[src/rtl/multicycle_control.sv]
// Multi-cycle instruction sequencer: one opcode at a time through DECODE/EXEC/MEM/WB, with MUL stall, memory timeout and illegal-op trap.
// Latency: ADD writeback 3 cycles after accept; backpressure: instr_ready only in IDLE, memory access held until mem_ready.
module multicycle_control #(
    parameter int OP_W        = 6,
    parameter int ALU_CTRL_W  = 4,
    parameter int MUL_LAT     = 3,
    parameter int MEM_TIMEOUT = 16
) (
    input  logic                  clk,
    input  logic                  rst_n,
    input  logic                  instr_valid,
    output logic                  instr_ready,
    input  logic [OP_W-1:0]       op,
    input  logic                  zero,
    input  logic                  mem_ready,
    input  logic                  trap_clr,
    output logic                  reg_dest,
    output logic                  alu_src,
    output logic [ALU_CTRL_W-1:0] alu_ctrl,
    output logic                  mem_read,
    output logic                  mem_write,
    output logic                  mem_byte,
    output logic                  mem_to_reg,
    output logic                  reg_write,
    output logic                  branch,
    output logic                  jump,
    output logic                  pc_write,
    output logic                  tlb_write,
    output logic                  iret,
    output logic                  illegal_op,
    output logic                  mem_timeout,
    output logic                  busy
);
    localparam int MC_W = (MUL_LAT > 1) ? $clog2(MUL_LAT) : 1;
    localparam int TO_W = (MEM_TIMEOUT > 1) ? $clog2(MEM_TIMEOUT) : 1;
    localparam logic [MC_W-1:0] MUL_INIT = MC_W'(MUL_LAT - 1);
    localparam logic [TO_W-1:0] TO_LAST  = TO_W'(MEM_TIMEOUT - 1);

    localparam logic [4:0] OP_ADD  = 5'd0,  OP_SUB  = 5'd1,  OP_MUL  = 5'd2;
    localparam logic [4:0] OP_AND  = 5'd3,  OP_OR   = 5'd4,  OP_ADDI = 5'd5;
    localparam logic [4:0] OP_LBD  = 5'd10, OP_LDW  = 5'd11, OP_STB  = 5'd12;
    localparam logic [4:0] OP_STW  = 5'd13, OP_MOV  = 5'd14, OP_BEQ  = 5'd20;
    localparam logic [4:0] OP_JUMP = 5'd21, OP_TLBW = 5'd30, OP_IRET = 5'd31;

    typedef enum logic [2:0] {
        S_IDLE, S_DECODE, S_EXEC, S_MEM, S_WB, S_TRAP
    } state_t;

    state_t          state_q;
    logic [OP_W-1:0] op_q;
    logic [MC_W-1:0] mul_cnt_q;
    logic [TO_W-1:0] to_cnt_q;
    logic            illegal_q;
    logic            tmo_q;

    logic [4:0] lo;
    logic       hi_zero;
    logic       is_rtype, is_mul, is_addi, is_load, is_store, is_mem, is_byte;
    logic       is_beq, is_jump, is_tlbw, is_iret, is_legal;
    logic [2:0] alu_code;

    // Classification of the latched opcode; any set bit above bit 4 makes it illegal.
    always_comb begin
        lo       = op_q[4:0];
        hi_zero  = ((op_q >> 5) == '0);
        is_rtype = hi_zero && (lo inside {OP_ADD, OP_SUB, OP_MUL, OP_AND, OP_OR});
        is_mul   = hi_zero && (lo == OP_MUL);
        is_addi  = hi_zero && (lo == OP_ADDI);
        is_load  = hi_zero && (lo inside {OP_LBD, OP_LDW});
        is_store = hi_zero && (lo inside {OP_STB, OP_STW, OP_MOV});
        is_mem   = is_load || is_store;
        is_byte  = hi_zero && (lo inside {OP_LBD, OP_STB});
        is_beq   = hi_zero && (lo == OP_BEQ);
        is_jump  = hi_zero && (lo == OP_JUMP);
        is_tlbw  = hi_zero && (lo == OP_TLBW);
        is_iret  = hi_zero && (lo == OP_IRET);
        is_legal = is_rtype || is_addi || is_mem || is_beq || is_jump || is_tlbw || is_iret;
        case (lo)
            OP_SUB, OP_BEQ: alu_code = 3'd1;
            OP_MUL:         alu_code = 3'd2;
            OP_AND:         alu_code = 3'd3;
            OP_OR:          alu_code = 3'd4;
            default:        alu_code = 3'd0;
        endcase
    end

    always_ff @(posedge clk or negedge rst_n) begin
        if (!rst_n) begin
            state_q   <= S_IDLE;
            op_q      <= '0;
            mul_cnt_q <= '0;
            to_cnt_q  <= '0;
            illegal_q <= 1'b0;
            tmo_q     <= 1'b0;
        end else begin
            case (state_q)
                S_IDLE: begin
                    if (instr_valid) begin
                        op_q    <= op;
                        state_q <= S_DECODE;
                    end
                end
                S_DECODE: begin
                    if (!is_legal) begin
                        state_q   <= S_TRAP;
                        illegal_q <= 1'b1;
                    end else begin
                        state_q   <= S_EXEC;
                        mul_cnt_q <= MUL_INIT;
                    end
                end
                S_EXEC: begin
                    if (is_mul) begin
                        if (mul_cnt_q == '0) state_q <= S_WB;
                        else                 mul_cnt_q <= mul_cnt_q - 1'b1;
                    end else if (is_rtype || is_addi) begin
                        state_q <= S_WB;
                    end else if (is_mem) begin
                        state_q  <= S_MEM;
                        to_cnt_q <= '0;
                    end else begin
                        state_q <= S_IDLE;
                    end
                end
                S_MEM: begin
                    // A completion on the last allowed cycle takes priority over the timeout.
                    if (mem_ready) begin
                        state_q <= is_load ? S_WB : S_IDLE;
                    end else if (to_cnt_q == TO_LAST) begin
                        state_q <= S_TRAP;
                        tmo_q   <= 1'b1;
                    end else begin
                        to_cnt_q <= to_cnt_q + 1'b1;
                    end
                end
                S_WB: state_q <= S_IDLE;
                S_TRAP: begin
                    if (trap_clr) begin
                        state_q   <= S_IDLE;
                        illegal_q <= 1'b0;
                        tmo_q     <= 1'b0;
                    end
                end
                default: state_q <= S_IDLE;
            endcase
        end
    end

    always_comb begin
        instr_ready = (state_q == S_IDLE);
        busy        = (state_q != S_IDLE);
        illegal_op  = illegal_q;
        mem_timeout = tmo_q;
        reg_dest    = 1'b0;
        alu_src     = 1'b0;
        alu_ctrl    = '0;
        mem_read    = 1'b0;
        mem_write   = 1'b0;
        mem_byte    = 1'b0;
        mem_to_reg  = 1'b0;
        reg_write   = 1'b0;
        branch      = 1'b0;
        jump        = 1'b0;
        pc_write    = 1'b0;
        tlb_write   = 1'b0;
        iret        = 1'b0;
        case (state_q)
            S_EXEC: begin
                alu_ctrl  = ALU_CTRL_W'(alu_code);
                alu_src   = is_addi || is_mem;
                branch    = is_beq;
                jump      = is_jump;
                tlb_write = is_tlbw;
                iret      = is_iret;
                pc_write  = (is_beq && zero) || is_jump || is_iret;
            end
            S_MEM: begin
                alu_src   = 1'b1;
                mem_read  = is_load;
                mem_write = is_store;
                mem_byte  = is_byte;
            end
            S_WB: begin
                reg_write  = 1'b1;
                reg_dest   = is_rtype;
                mem_to_reg = is_load;
            end
            default: ;
        endcase
    end
endmodule

[config.mk]
export PLATFORM = sky130hd
export DESIGN_NAME = multicycle_control
export DESIGN_NICKNAME = d
export VERILOG_FILES = /design/src/rtl/multicycle_control.sv
export SDC_FILE = /design/constraint.sdc
export NUM_CORES = 1
export LEC_CHECK = 0
export BUFFER_PORTS_ARGS = -buffer_cell sky130_fd_sc_hd__buf_2
export CAP_MARGIN = 10
export CORE_MARGIN = 2
export CORE_UTILIZATION = 47
export CTS_CLUSTER_DIAMETER = 40
export DETAILED_ROUTE_END_ITERATION = 16
export PLACE_DENSITY = 0.75
export SETUP_SLACK_MARGIN = 0.5
export SLEW_MARGIN = 20
export SYNTH_ARGS = -nofsm -noshare
export SYNTH_HDL_FRONTEND = slang
export SYNTH_SLANG_ARGS = --single-unit
[constraint.sdc]
create_clock -name clk -period 1.6 [get_ports clk]
set_input_delay 0.08 -clock clk [delete_from_list [all_inputs] [get_ports clk]]
set_output_delay 0.08 -clock clk [all_outputs]
set_load 0.005 [all_outputs]
# [After elaboration in Yosys (flattened, before gate mapping)]
# Cells that the tools add are included.
[totals] register_bits=17 latchBits=0 mem_bits_rw=0 rom_bits=0 output_inout_bits=20 word_cells=124 n_memories=0
[classes] add_sub_neg=2 multipliers=0 div=0 n_lt_le_gt_ge=0 n_eq_ne=34 n_shift=0 n_mux=41 bitwise_logic=0 n_reduce_logical=41
[ops] op="two-way mux 3 bit" n=10
[ops] op="equality test 5 x 4 -> 1 bit (second input constant)" n=5
[ops] op="inequality test 2 bit (second input constant)" n=12
[ops] op="equality test 5 bit (second input constant)" n=4
[ops] op="two-way mux 4 bit" n=5
[ops] op="two-way mux 1 bit" n=15
[ops] op="one-hot mux 3 bit (5 select lines)" n=1
[ops] op="one-hot mux 3 bit (4 select lines)" n=1
[ops] op="AND reduction 4 bit" n=3
[ops] op="nonzero test 2 bit" n=6
[ops] op="logical AND 1 bit" n=11
[ops] op="equality test 5 x 2 -> 1 bit (second input constant)" n=2
[ops] op="equality test 5 x 3 -> 1 bit (second input constant)" n=2
[ops] op="logical OR 1 bit" n=10
[ops] op="two-way mux 2 bit" n=4
[ops] op="one-hot mux 4 bit (2 select lines)" n=1
[ops] op="equality test 3 x 2 -> 1 bit (second input constant)" n=2
[ops] op="equality test 3 bit (second input constant)" n=2
[ops] op="logical NOT 6 bit" n=1
[ops] op="inequality test 3 bit (second input constant)" n=2
[ops] op="one-hot mux 1 bit (2 select lines)" n=3
[ops] op="AND reduction 6 bit" n=1
[ops] op="nonzero test 3 bit" n=2
[ops] op="equality test 5 x 1 -> 1 bit (second input constant)" n=1
[ops] op="12 further kinds" n=12

# [Longest topological paths before layout]
# Gate-level depths: netlist of the first run.
[logic_depth] ltp_word=11 ltp_mapped=6

# [Worst setup path after synthesis of the first run]
# No wires, ideal clock.
[synth_timing] path_kind="flip-flop to flip-flop" from="register op_q[4]" to="register to_cnt_q[0]" setup_time_ns=0.124 arrival_time_ns=1.555 required_time_ns=1.476 slack_ns=-0.080 path_stages_with_launch=7 n_path_buf=1 period_less_slack_ns=1.680 path_cell_list="dfrtp_1 buf_6 or3b_1 nor4_4 a21oi_1 a22oi_1 nand2_1"
[synth_via] elab_chain_cells=6 word_cells_on_any_way=25 classes_between="13 x eq/ne; 12 x reduce/logical"
[synth_lines] element="start, declared" line_no="50" text="logic [OP_W-1:0] op_q;"
[synth_lines] element="start signal, assigned" line_no="99" text="op_q <= op;"
[synth_lines] element="equality test 5 x 1 -> 1 bit (tied with other cells)" line_no="66" text="is_rtype = hi_zero && (lo inside {OP_ADD, OP_SUB, OP_MUL, OP_AND, OP_OR});"
[synth_lines] element="nonzero test 5 bit (tied with other cells)" line_no="66"
[synth_lines] element="logical AND 1 bit (on tied branches)" line_no="66, 69, 70"
[synth_lines] element="logical OR 1 bit (on tied branches)" line_no="116, 71"
[synth_lines] element="inequality test 2 bit (no line)"
[synth_lines] element="AND reduction 6 bit (no line) *"
[synth_lines] element="end signal, assigned" line_no="133" text="to_cnt_q <= to_cnt_q + 1'b1;"
[synth_lines] element="end, declared" line_no="52" text="logic [TO_W-1:0] to_cnt_q;"
# Every way passes the cells marked *; elsewhere a longest branch is shown, timed or not.
# A chain may end at the register's enable or synchronous reset.

# [Worst setup path after layout of the first run]
[layout_timing] from="register state_q[2]" to="output branch"
[layout_via] elab_chain_cells=2
[layout_lines] element="start, declared" line_no="49" text="state_t state_q;"
[layout_lines] element="start signal, assigned" line_no="128" text="state_q <= is_load ? S_WB : S_IDLE;"
[layout_lines] element="equality test 3 x 2 -> 1 bit" line_no="167" text="case (state_q)"
[layout_lines] element="two-way mux 1 bit" line_no="167"
[layout_lines] element="end, declared" line_no="25" text="output logic branch,"
# Every way passes these cells.

==> metrics.md, run 1 <==
| Metric | Value |
|---|---|
| Clock slew at reported path FFs | `0.12 ns` |
| Syn_nets | `166` |
| CTS tree | `done` |
| Maximum VDD drop | `1.71 mV` |
| Fraction of layout cells with a size suffix above 1 | `65.1%` |
| Vias in the first global route | `1,689` |
| Gr usage total | `33.5%` |
| Initial Util | `50.2%` |
| # nets final | `256` |
| DRC Markers | `0` |
| Ys async rst share | `100%` |
| DR WL/cell | `22.5 um` |
| Worst skew pair latency | `0.31 ns` |
| DP Area | `1680 sq um` |
| Clk_skew | `0.0115 ns` |
| Min-Delay Path Depth | `2` |
| WP data required | `1.52 ns` |
| Post-Layout Inst Area | `2300 sq um` |
| Root Buffer | `clkbuf_4` |
| Post-synth EDFFs | `0` |
| Gate Count Post-Synth | `152` |
| CP bufs+invs | `1` |
| CP Class | `register to primary output` |
| Die H | `55.6 um` |
| Hold WC Path Type | `input pin to register` |
| First-pass GRT wire length | `8170 um` |
| # fillers | `102` |
| Total power | `0.00459 W` |
| Leak | `1.08 nW` |
| Final Non-Filler Cells | `271` |
| FF+latch count, synth | `17` |
| Power per cell area | `2000 nW/um^2` |
| Cell chain of the critical path | `or3b_4, or3_4, nor4_2, buf_2` |
| Iter 0 DRT Violations | `146` |
| CP startpoint kind | `register` |
| Status | `complete, but fails checks` |
| Synth Flop Type | `dfrtp_1` |
| Slew Limit Fails | `0` |
| Via-per-instance ratio | `6.53` |
| RSZ-0062 raised after global routing | `yes` |
| Crit path time final | `1.93 ns` |
| Pre-CTS setup slack | `-0.164 ns` |
| Failing checks | `setup timing` |
| Max-cap violations | `0` |
| H-tree depth | `1` |
| Synth cell types | `47` |
| Setup ws final | `-0.328 ns` |
| Routed via count | `1,769` |
| Fmax | `519 MHz` |
| Worst path slowest cell | `dfrtp_2` |
| HPWL after detailed placement | `2790 um` |
| Sequential area share after synthesis | `33.9%` |
| CP arrival | `1.85 ns` |
| Reg2Reg Depth | `7` |
| Final setup fails | `34` |
| Synthesized area | `1250 sq um` |
| Crit. path cell count | `4` |
| Max incr delay on CP | `0.44 ns` |
| Top delay family on crit path | `simple AND/OR/NAND/NOR gates` |
| Largest net degree at the start of global routing | `18` |
| Num CTS Buffers | `3` |
| Layout area overhead | `83.1%` |
| Core ar. | `2500 sq um` |
| Initial antenna violation count | `0` |
| Diode count | `0` |
| Hold Vio Cnt, Final | `0` |
| GR Overflow Total | `0` |
| Worst setup EP type | `primary output` |
| Avg Inst Size Synth | `8.25 sq um` |
| Register area | `432 sq um` |
| Fin util | `91.8%` |
| Critical Path Fanout Max | `3` |
| # IOs | `32` |
| Die area | `3100 sq um` |
| WL final | `6100 um` |
| Placed insts | `232` |
| Period utilisation layout | `121%` |
| Bufs on Longest Clock Path | `2` |
| PortBufs | `30` |
| Pre-antenna DRT Iters | `5` |
| Die Width | `55.6 um` |
| Yosys warnings | `0` |
| Site Rows | `18` |
| GP Congestion | `0.900` |
| Clk sink count | `17` |
| Area of the multi-input gates | `1030 sq um` |
| Detail Route Antenna Nets | `0` |
[synthesized netlist by cell type, drive strengths merged, types with 2 or more instances]
cell    instances  area, sq um
dfrtp          17          425
nand2          14         52.6
nor2           14         52.6
nor3           13         70.1
a21oi           8         40.0
o21ai           8         40.0
inv             7         26.3
buf             6         46.3
clkbuf          5         18.8
nand3           5         25.0
nor4            5         46.3
mux2            4         45.0
nor3b           4         30.0
or3             4         25.0
nand2b          3         18.8
or3b            3         26.3
a211oi          2         15.0
a22oi           2         15.0
and2            2         12.5
and3            2         12.5
ha              2         25.0
o21a            2         15.0
o32a            2         20.0
xnor2           2         17.5
[flip-flops by register name, indices dropped and copies added, names as in the netlist]
signal       flops
illegal_op       1
to_cnt_q         4
state_q          3
op_q             6
mul_cnt_q        2
mem_timeout      1
[stage by stage]
step	hold slack [ns]	setup TNS, ns
2_1_floorplan	-0.216	-0.0825
3_3_place_gp	0.0147	-0.648
3_5_place_dp	0.0197	-1.66
4_1_cts	0.00318	-2.39
5_1_grt	0.00916	-7.91
6_report	0.00146	-6.66
[placed cells by master, fill, tap and decap left out, types with 2 or more instances in the layout]
cell type / n
buf_4: 42
buf_2: 29
buf_6: 21
dfrtp_1: 12
nand2_1: 11
nor2_1: 10
nor3_2: 6
o21ai_1: 5
dfrtp_2: 5
or3_4: 4
nor3_4: 4
nand3_1: 4
mux2_4: 4
dlygate4sd3_1: 4
or3b_4: 3
inv_2: 3
nor2_2: 3
a21oi_2: 3
inv_1: 3
nor4_4: 3
nor3_1: 3
a21oi_1: 3
clkbuf_4: 3
nand2b_1: 2
o32a_1: 2
o21ai_2: 2
nor3b_2: 2
a22oi_1: 2
and3_1: 2
nor4_2: 2
nand2_4: 2
a211oi_2: 2
and2_4: 2
a21oi_4: 2
nor3b_1: 2
o21a_1: 2
ha_1: 2
[metal layers]
layer	routed length [um]	share of wire [%]	track usage, %	vias to the layer above
met5	0	0	0	-
met4	321	5.3	13.6	0
met3	553	9.1	2.79	33
met2	2960	48	61.2	141
met1	2280	37	40.3	870
li1	-	-	-	725
[worst paths after layout]
kind                                    startpoint                       to  slack, ns
max in group asynchronous                    rst_n      op_q[0]$_DFFE_PN0P_       1.07
max reg2reg                 state_q[2]$_DFFE_PN0P_  to_cnt_q[1]$_DFFE_PN0P_      -0.33
min                                       trap_clr  mem_timeout$_DFFE_PN0P_      0.001
max                         state_q[2]$_DFFE_PN0P_                   branch      -0.33
min in group asynchronous                    rst_n   state_q[0]$_DFFE_PN0P_       0.22
min reg2reg                mem_timeout$_DFFE_PN0P_  mem_timeout$_DFFE_PN0P_       0.55
[cells by family (layout without fill, tap and decap cells)]
kind of cell               after synthesis  in the layout  share of synthesized area, %
AOI/OAI and AO/OA                       29             29                          15.2
xor gates and xnor gates                 3              3                          2.10
adders and majority gates                2              2                          2.00
buffers and inverters                   18            107                          7.28
DFF                                     17             17                          33.9
muxes                                    4              4                          3.59
other                                    1              1                         0.299
and+or+nand+nor                         78             78                          35.6
[cell type report]
type	instances	share of cell area, %
multi-input combinational	117	45.1
inverter	7	1.25
timing repair buffer	96	32.1
clock buffer	4	1.14
sequential	17	18.8
tap	30	1.63
[timing repair]
action | in CTS | in global routing
gates resized for setup | 62 | 23
setup buffers | 22 | 9
setup endpoints to repair | 34 | 34
hold buffers | 3 | 1
pin swaps | 31 | 17
gates cloned | 0 | 0
hold endpoints to repair | 19 | 1
[power by group]
part / switching, W / internal [W]
sequential: 0.000219 / 0.000611
clock: 0.000155 / 0.0000972
combinational: 0.00176 / 0.00174
total: 0.00214 / 0.00245
No activity file was read; power rests on OpenSTA's default activity.
==> run 2, diff against run 1 <==
--- a/config.mk
+++ b/config.mk
@@ -8,10 +8,10 @@
 export BUFFER_PORTS_ARGS = -buffer_cell sky130_fd_sc_hd__buf_2
 export CAP_MARGIN = 10
 export CORE_MARGIN = 2
-export CORE_UTILIZATION = 47
+export CORE_UTILIZATION = 52
 export CTS_CLUSTER_DIAMETER = 40
 export DETAILED_ROUTE_END_ITERATION = 16
-export PLACE_DENSITY = 0.75
+export PLACE_DENSITY = 0.79
 export SETUP_SLACK_MARGIN = 0.5
 export SLEW_MARGIN = 20
 export SYNTH_ARGS = -nofsm -noshare
==> constraint.sdc (replaced) <==
create_clock -name clk -period 2.1 [get_ports clk]
set_input_delay 0.105 -clock clk [delete_from_list [all_inputs] [get_ports clk]]
set_output_delay 0.105 -clock clk [all_outputs]
set_load 0.005 [all_outputs]
==> run 2 against run 1 <==
Compared with the run above:
- the flow now finishes without violations
- sequential share of layout area is 3.9 points higher
- combinational power is 48% lower
- non-clock buffer count is 29 lower
- die area is 8.9% lower
- clock-buffer cell count stayed put
- setup slack better by 0.48 ns
- critical endpoint is now tlb_write
- flip-flop and latch count stayed put
- final area is 16% lower
- cell count is 11% lower
==> metrics.md, run 2 (same netlist as run 1, synthesis figures left out) <==
| Metric | Value |
|---|---|
| Status | `completed` |
| Final setup TNS | `0 ns` |
| Top delay family on crit path | `simple AND/OR/NAND/NOR gates` |
| Period utilisation layout | `92.6%` |
| Power per cell area | `1420 nW/um^2` |
| First-pass GRT wire length | `6530 um` |
| DRC Markers | `0` |
| Maximum VDD drop | `1.17 mV` |
| Layout area overhead | `53.2%` |
| CP startpoint kind | `register` |
| Clock slew at reported path FFs | `0.11 ns` |
| Biggest regs | `op_q: 6 flops, to_cnt_q: 4 flops, state_q: 3 flops` |
| WP data required | `2.00 ns` |
| CP Class | `register to primary output` |
| H-tree depth | `1` |
| Crit path time final | `1.94 ns` |
| Bufs on Longest Clock Path | `2` |
| Initial antenna violation count | `0` |
| Max incr delay on CP | `0.44 ns` |
| Worst skew pair latency | `0.31 ns` |
| Hold Vio Cnt, Final | `0` |
| Final Non-Filler Cells | `240` |
| PortBufs | `30` |
| Critical Path Fanout Max | `4` |
| Leading cell type in the layout, fill and taps excluded | `buf_2` |
| Largest net degree at the start of global routing | `18` |
| # nets final | `227` |
| Vias in the first global route | `1,427` |
| RSZ-0062 raised after global routing | `yes` |
| Via-per-instance ratio | `6.42` |
| Slew Limit Fails | `0` |
| Total power | `0.00272 W` |
| Cell chain of the critical path | `or3b_4, or3_4, nor3_2, buf_2` |
| Routed via count | `1,541` |
| Fmax | `514 MHz` |
| Post-Layout Inst Area | `1920 sq um` |
| Gr usage total | `32.3%` |
| DP Area | `1430 sq um` |
| CTS tree | `done` |
| DR WL/cell | `20.8 um` |
| Site Rows | `17` |
| CP arrival | `1.84 ns` |
| Fin util | `85.2%` |
| Worst setup EP type | `primary output` |
| CP bufs+invs | `1` |
| Initial Util | `55.6%` |
| Clk sink count | `17` |
| Diode count | `0` |
| Core ar. | `2250 sq um` |
| Die Width | `53.1 um` |
| Max-cap violations | `0` |
| Die area | `2820 sq um` |
| Num CTS Buffers | `3` |
| Leak | `0.882 nW` |
| Root Buffer | `clkbuf_4` |
| Detail Route Antenna Nets | `0` |
| Largest Register | `op_q` |
| Iter 0 DRT Violations | `49` |
| Pre-antenna DRT Iters | `4` |
| Most frequent cells in the layout | `buf_2 (30), buf_4 (27), nand2_1 (12), nor2_1 (12)` |
| Worst path slowest cell | `dfrtp_2` |
| HPWL after detailed placement | `2300 um` |
| Fraction of layout cells with a size suffix above 1 | `56.1%` |
| Clk_skew | `0.00375 ns` |
| Max FFs per register | `6` |
| GR Overflow Total | `0` |
| WL final | `4990 um` |
| # fillers | `130` |
| Final setup fails | `0` |
| GP Congestion | `0.846` |
| # IOs | `32` |
| Hold WC Path Type | `input pin to register` |
| Placed insts | `207` |
| Die H | `53.1 um` |
==> run 2: changes by cell type in the layout (fill, tap and decap cells not counted), sizes merged <==
cell,change
buf,-26
dlygate4sd3,-3
==> run 2: worst paths after layout <==
path / start / endpoint / slack (ns) / cells past startpoint
worst min register to register: mem_timeout$_DFFE_PN0P_ / mem_timeout$_DFFE_PN0P_ / 0.54 / 2
min in group asynchronous: rst_n / mem_timeout$_DFFE_PN0P_ / 0.24 / 2
max in group asynchronous: rst_n / op_q[2]$_DFFE_PN0P_ / 1.55 / 2
worst max-delay path: state_q[2]$_DFFE_PN0P_ / tlb_write / 0.16 / 4
worst max register to register: state_q[2]$_DFFE_PN0P_ / state_q[0]$_DFFE_PN0P_ / 0.18 / 7
worst min-delay path: trap_clr / mem_timeout$_DFFE_PN0P_ / 0.01 / 2
==> run 2: timing repair <==
action	CTS	global route
endpoints found under the hold margin	17	0
endpoints found under the setup margin	28	32
hold buffers	1	0
setup buffers	21	7
resized for setup	36	30
pin swaps	18	9
==> run 2: layer usage <==
metal  part of all wire [%]  vias to the layer above  track usage, %
met1                     37                      748            37.5
met2                     51                      101            57.5
li1                       -                      664               -
met4                    4.8                        0            13.2
met5                      0                        -               0
met3                    7.1                       28            6.21
==> run 2: final cells by class <==
class	count	area [sq um]	share of cell area (%)
flip-flops and latches	17	435	22.7
multi-input cells	117	933	48.6
repair buffers	67	464	24.2
well taps	28	35.0	1.82
clock buffers	4	26.3	1.37
inverters	7	26.3	1.37
==> run 2: report_power, final <==
| part | internal (W) | total, W | switching (W) |
|---|---|---|---|
| registers | 0.000470 | 0.000696 | 0.000226 |
| clock network | 0.0000743 | 0.000191 | 0.000117 |
| logic | 0.000884 | 0.00183 | 0.000947 |
==> run 2: through the flow <==
step	setup WS, ns	hold slack, ns
floorplan	0.457	-0.191
global placement	0.243	0.0433
detailed placement	0.161	0.0503
CTS	0.170	0.00534
global route	0.000149	0.0282
finish	0.156	0.00987
==> run 3, diff against run 2 <==
--- a/config.mk
+++ b/config.mk
@@ -8,10 +8,9 @@
 export BUFFER_PORTS_ARGS = -buffer_cell sky130_fd_sc_hd__buf_2
 export CAP_MARGIN = 10
 export CORE_MARGIN = 2
-export CORE_UTILIZATION = 52
+export CORE_UTILIZATION = 25
 export CTS_CLUSTER_DIAMETER = 40
 export DETAILED_ROUTE_END_ITERATION = 16
-export PLACE_DENSITY = 0.79
 export SETUP_SLACK_MARGIN = 0.5
 export SLEW_MARGIN = 20
 export SYNTH_ARGS = -nofsm -noshare
==> run 3 against run 2 <==
Compared with the run above:
- first-iteration DRC count up 24%
- non-clock buffer count up 8
- total power up 7.8%
- register-to-register slack better by 0.11 ns
- die area up 99%
- sequential share of layout area down 2.1 points
- cell count up 20%
- combinational power up 12%
- setup slack better by 0.10 ns
- final area up 9.5%
- largest cell class unchanged
==> metrics.md, run 3 (same netlist as run 1, synthesis figures left out) <==
| Metric | Value |
|---|---|
| RSZ-0062 raised after global routing | `yes` |
| Gate power share | `69.9%` |
| Routed via count | `1,399` |
| Psw | `0.00127 W` |
| Crit. path cell count | `4` |
| First-pass GRT wire length | `6150 um` |
| Worst setup EP type | `primary output` |
| Hold worst-path end | `op_q[2]$_DFFE_PN0P_` |
| Hold Vio Cnt, Final | `0` |
| GP Congestion | `0.806` |
| Largest net degree at the start of global routing | `18` |
| Hold_sp | `op[2]` |
| H-tree depth | `1` |
| Worst skew pair latency | `0.26 ns` |
| Cell Int Power | `0.00166 W` |
| Worst r2r src | `state_q[2]$_DFFE_PN0P_` |
| Gr usage total | `14.5%` |
| CP bufs+invs | `1` |
| Final setup fails | `0` |
| Switching Fraction | `43.3%` |
| Via-per-instance ratio | `4.87` |
| Slew Limit Fails | `0` |
| Clock slew at reported path FFs | `0.06 ns` |
| Crit path time final | `1.84 ns` |
| Maximum VDD drop | `0.537 mV` |
| Worst path slowest cell | `or3b_4` |
| Reg power frac | `21.6%` |
| Bufs on Longest Clock Path | `2` |
| Die H | `74.8 um` |
| Max-cap violations | `0` |
| Root Buffer | `clkbuf_8` |
| DRC Markers | `0` |
| PortBufs | `30` |
| CP Class | `register to primary output` |
| GR Overflow Total | `0` |
| Fmax | `543 MHz` |
| Power per cell area | `1390 nW/um^2` |
| # nets final | `235` |
| # IOs | `32` |
| Vias in the first global route | `1,324` |
| Site Rows | `25` |
| Iter 0 DRT Violations | `61` |
| Leak | `0.959 nW` |
| Core ar. | `4790 sq um` |
| Clk_skew | `0.00646 ns` |
| Die Width | `74.8 um` |
| Diode count | `0` |
| Final Non-Filler Cells | `287` |
| Cell chain of the critical path | `or3b_4, or3_4, nor4_4, buf_2` |
| Initial antenna violation count | `0` |
| Largest Register | `op_q` |
| Max FFs per register | `6` |
| DR WL/cell | `14.3 um` |
| Layout area overhead | `67.8%` |
| Detail Route Antenna Nets | `0` |
| Most frequent cells in the layout | `buf_2 (30), buf_4 (30), buf_6 (14), nor2_1 (12)` |
| Critical Path Fanout Max | `4` |
| Max incr delay on CP | `0.42 ns` |
| Biggest regs | `op_q: 6 flops, to_cnt_q: 4 flops, state_q: 3 flops` |
| Placed insts | `249` |
| # fillers | `462` |
| Period utilisation layout | `87.7%` |
| CP arrival | `1.74 ns` |
| HPWL after detailed placement | `2460 um` |
| WP data required | `2.00 ns` |
| WL final | `4110 um` |
| Hold_ws | `0.0595 ns` |
| CTS tree | `done` |
| Pre-antenna DRT Iters | `4` |
| R2r setup slk | `0.29 ns` |
| Reg2Reg Depth | `7` |
| CP startpoint kind | `register` |
| Initial Util | `26.2%` |
| Top delay family on crit path | `simple AND/OR/NAND/NOR gates` |
| Clk network pwr share | `8.5%` |
| Worst Setup SP | `state_q[2]$_DFFE_PN0P_` |
| Num CTS Buffers | `3` |
| Status | `completed` |
| Clk sink count | `17` |
| R2r endpoint | `to_cnt_q[0]$_DFFE_PN0P_` |
| Hold WC Path Type | `input pin to register` |
| Min-Delay Path Depth | `3` |
| Die area | `5600 sq um` |
| Fraction of layout cells with a size suffix above 1 | `59.1%` |
| Final setup TNS | `0 ns` |
==> run 3: final cells by class <==
cell class	count	area, sq um	share of cell area, %
Clock buffer	4	45.0	2.14
Inverter	7	26.3	1.25
Multi-Input combinational cell	117	972	46.2
Sequential cell	17	433	20.6
Tap cell	67	83.8	3.99
Timing Repair Buffer	75	543	25.8
==> run 3: worst reg2reg max path, delay by kind of cell (launching register included) <==
family,cells,cell delay [ns]
simple gates,3,0.75
flops,1,0.40
buf+inv,2,0.35
compound gates,2,0.22
==> run 3: power groups by stage <==
stage,sequential [W],combinational [W],clock [W]
after global routing,0.000654,0.00220,0.000267
after floorplan,0.000558,0.000883,0
after global placement,0.000654,0.00108,0
after CTS,0.000637,0.00161,0.000248
final,0.000634,0.00205,0.000250
after detailed placement,0.000651,0.00109,0
==> run 3: metrics by stage <==
step | area (sq um) | power [W] | utilization [%] | setup slack [ns]
finish | 2100 | 0.00293 | 43.9 | 0.258
global route | 2100 | 0.00312 | 43.9 | 0.178
CTS | 1870 | 0.00249 | 39.1 | 0.288
detailed placement | 1510 | 0.00174 | 31.5 | 0.251
global placement | 1510 | 0.00174 | 31.5 | 0.253
floorplan | 1270 | 0.00144 | - | 0.457
==> run 3: repair_timing <==
item	4_1_cts	5_1_grt
hold endpoints to repair	17	0
pin swaps	23	14
buffers inserted	19	14
setup endpoints to repair	28	33
resized for setup	47	29
hold buffers	1	0
cloned	0	0
==> run 3: how the worst max path moves through the flow <==
stage                              endpoint  slack (ns)
finish                               branch        0.26
CTS                                  branch        0.29
floorplan           to_cnt_q[0]$_DFFE_PN0P_        0.46
global placement        op_q[0]$_DFFE_PN0P_        0.25
global route        to_cnt_q[0]$_DFFE_PN0P_        0.18
detailed placement  to_cnt_q[0]$_DFFE_PN0P_        0.25
==> run 3: per-layer routing <==
layer	vias up	part of all wire (%)	global-route usage, %
met5	-	0	0
met4	0	1.9	6.94
met3	7	3.7	2.81
met2	34	49	23.4
met1	674	46	18.6
li1	684	-	-
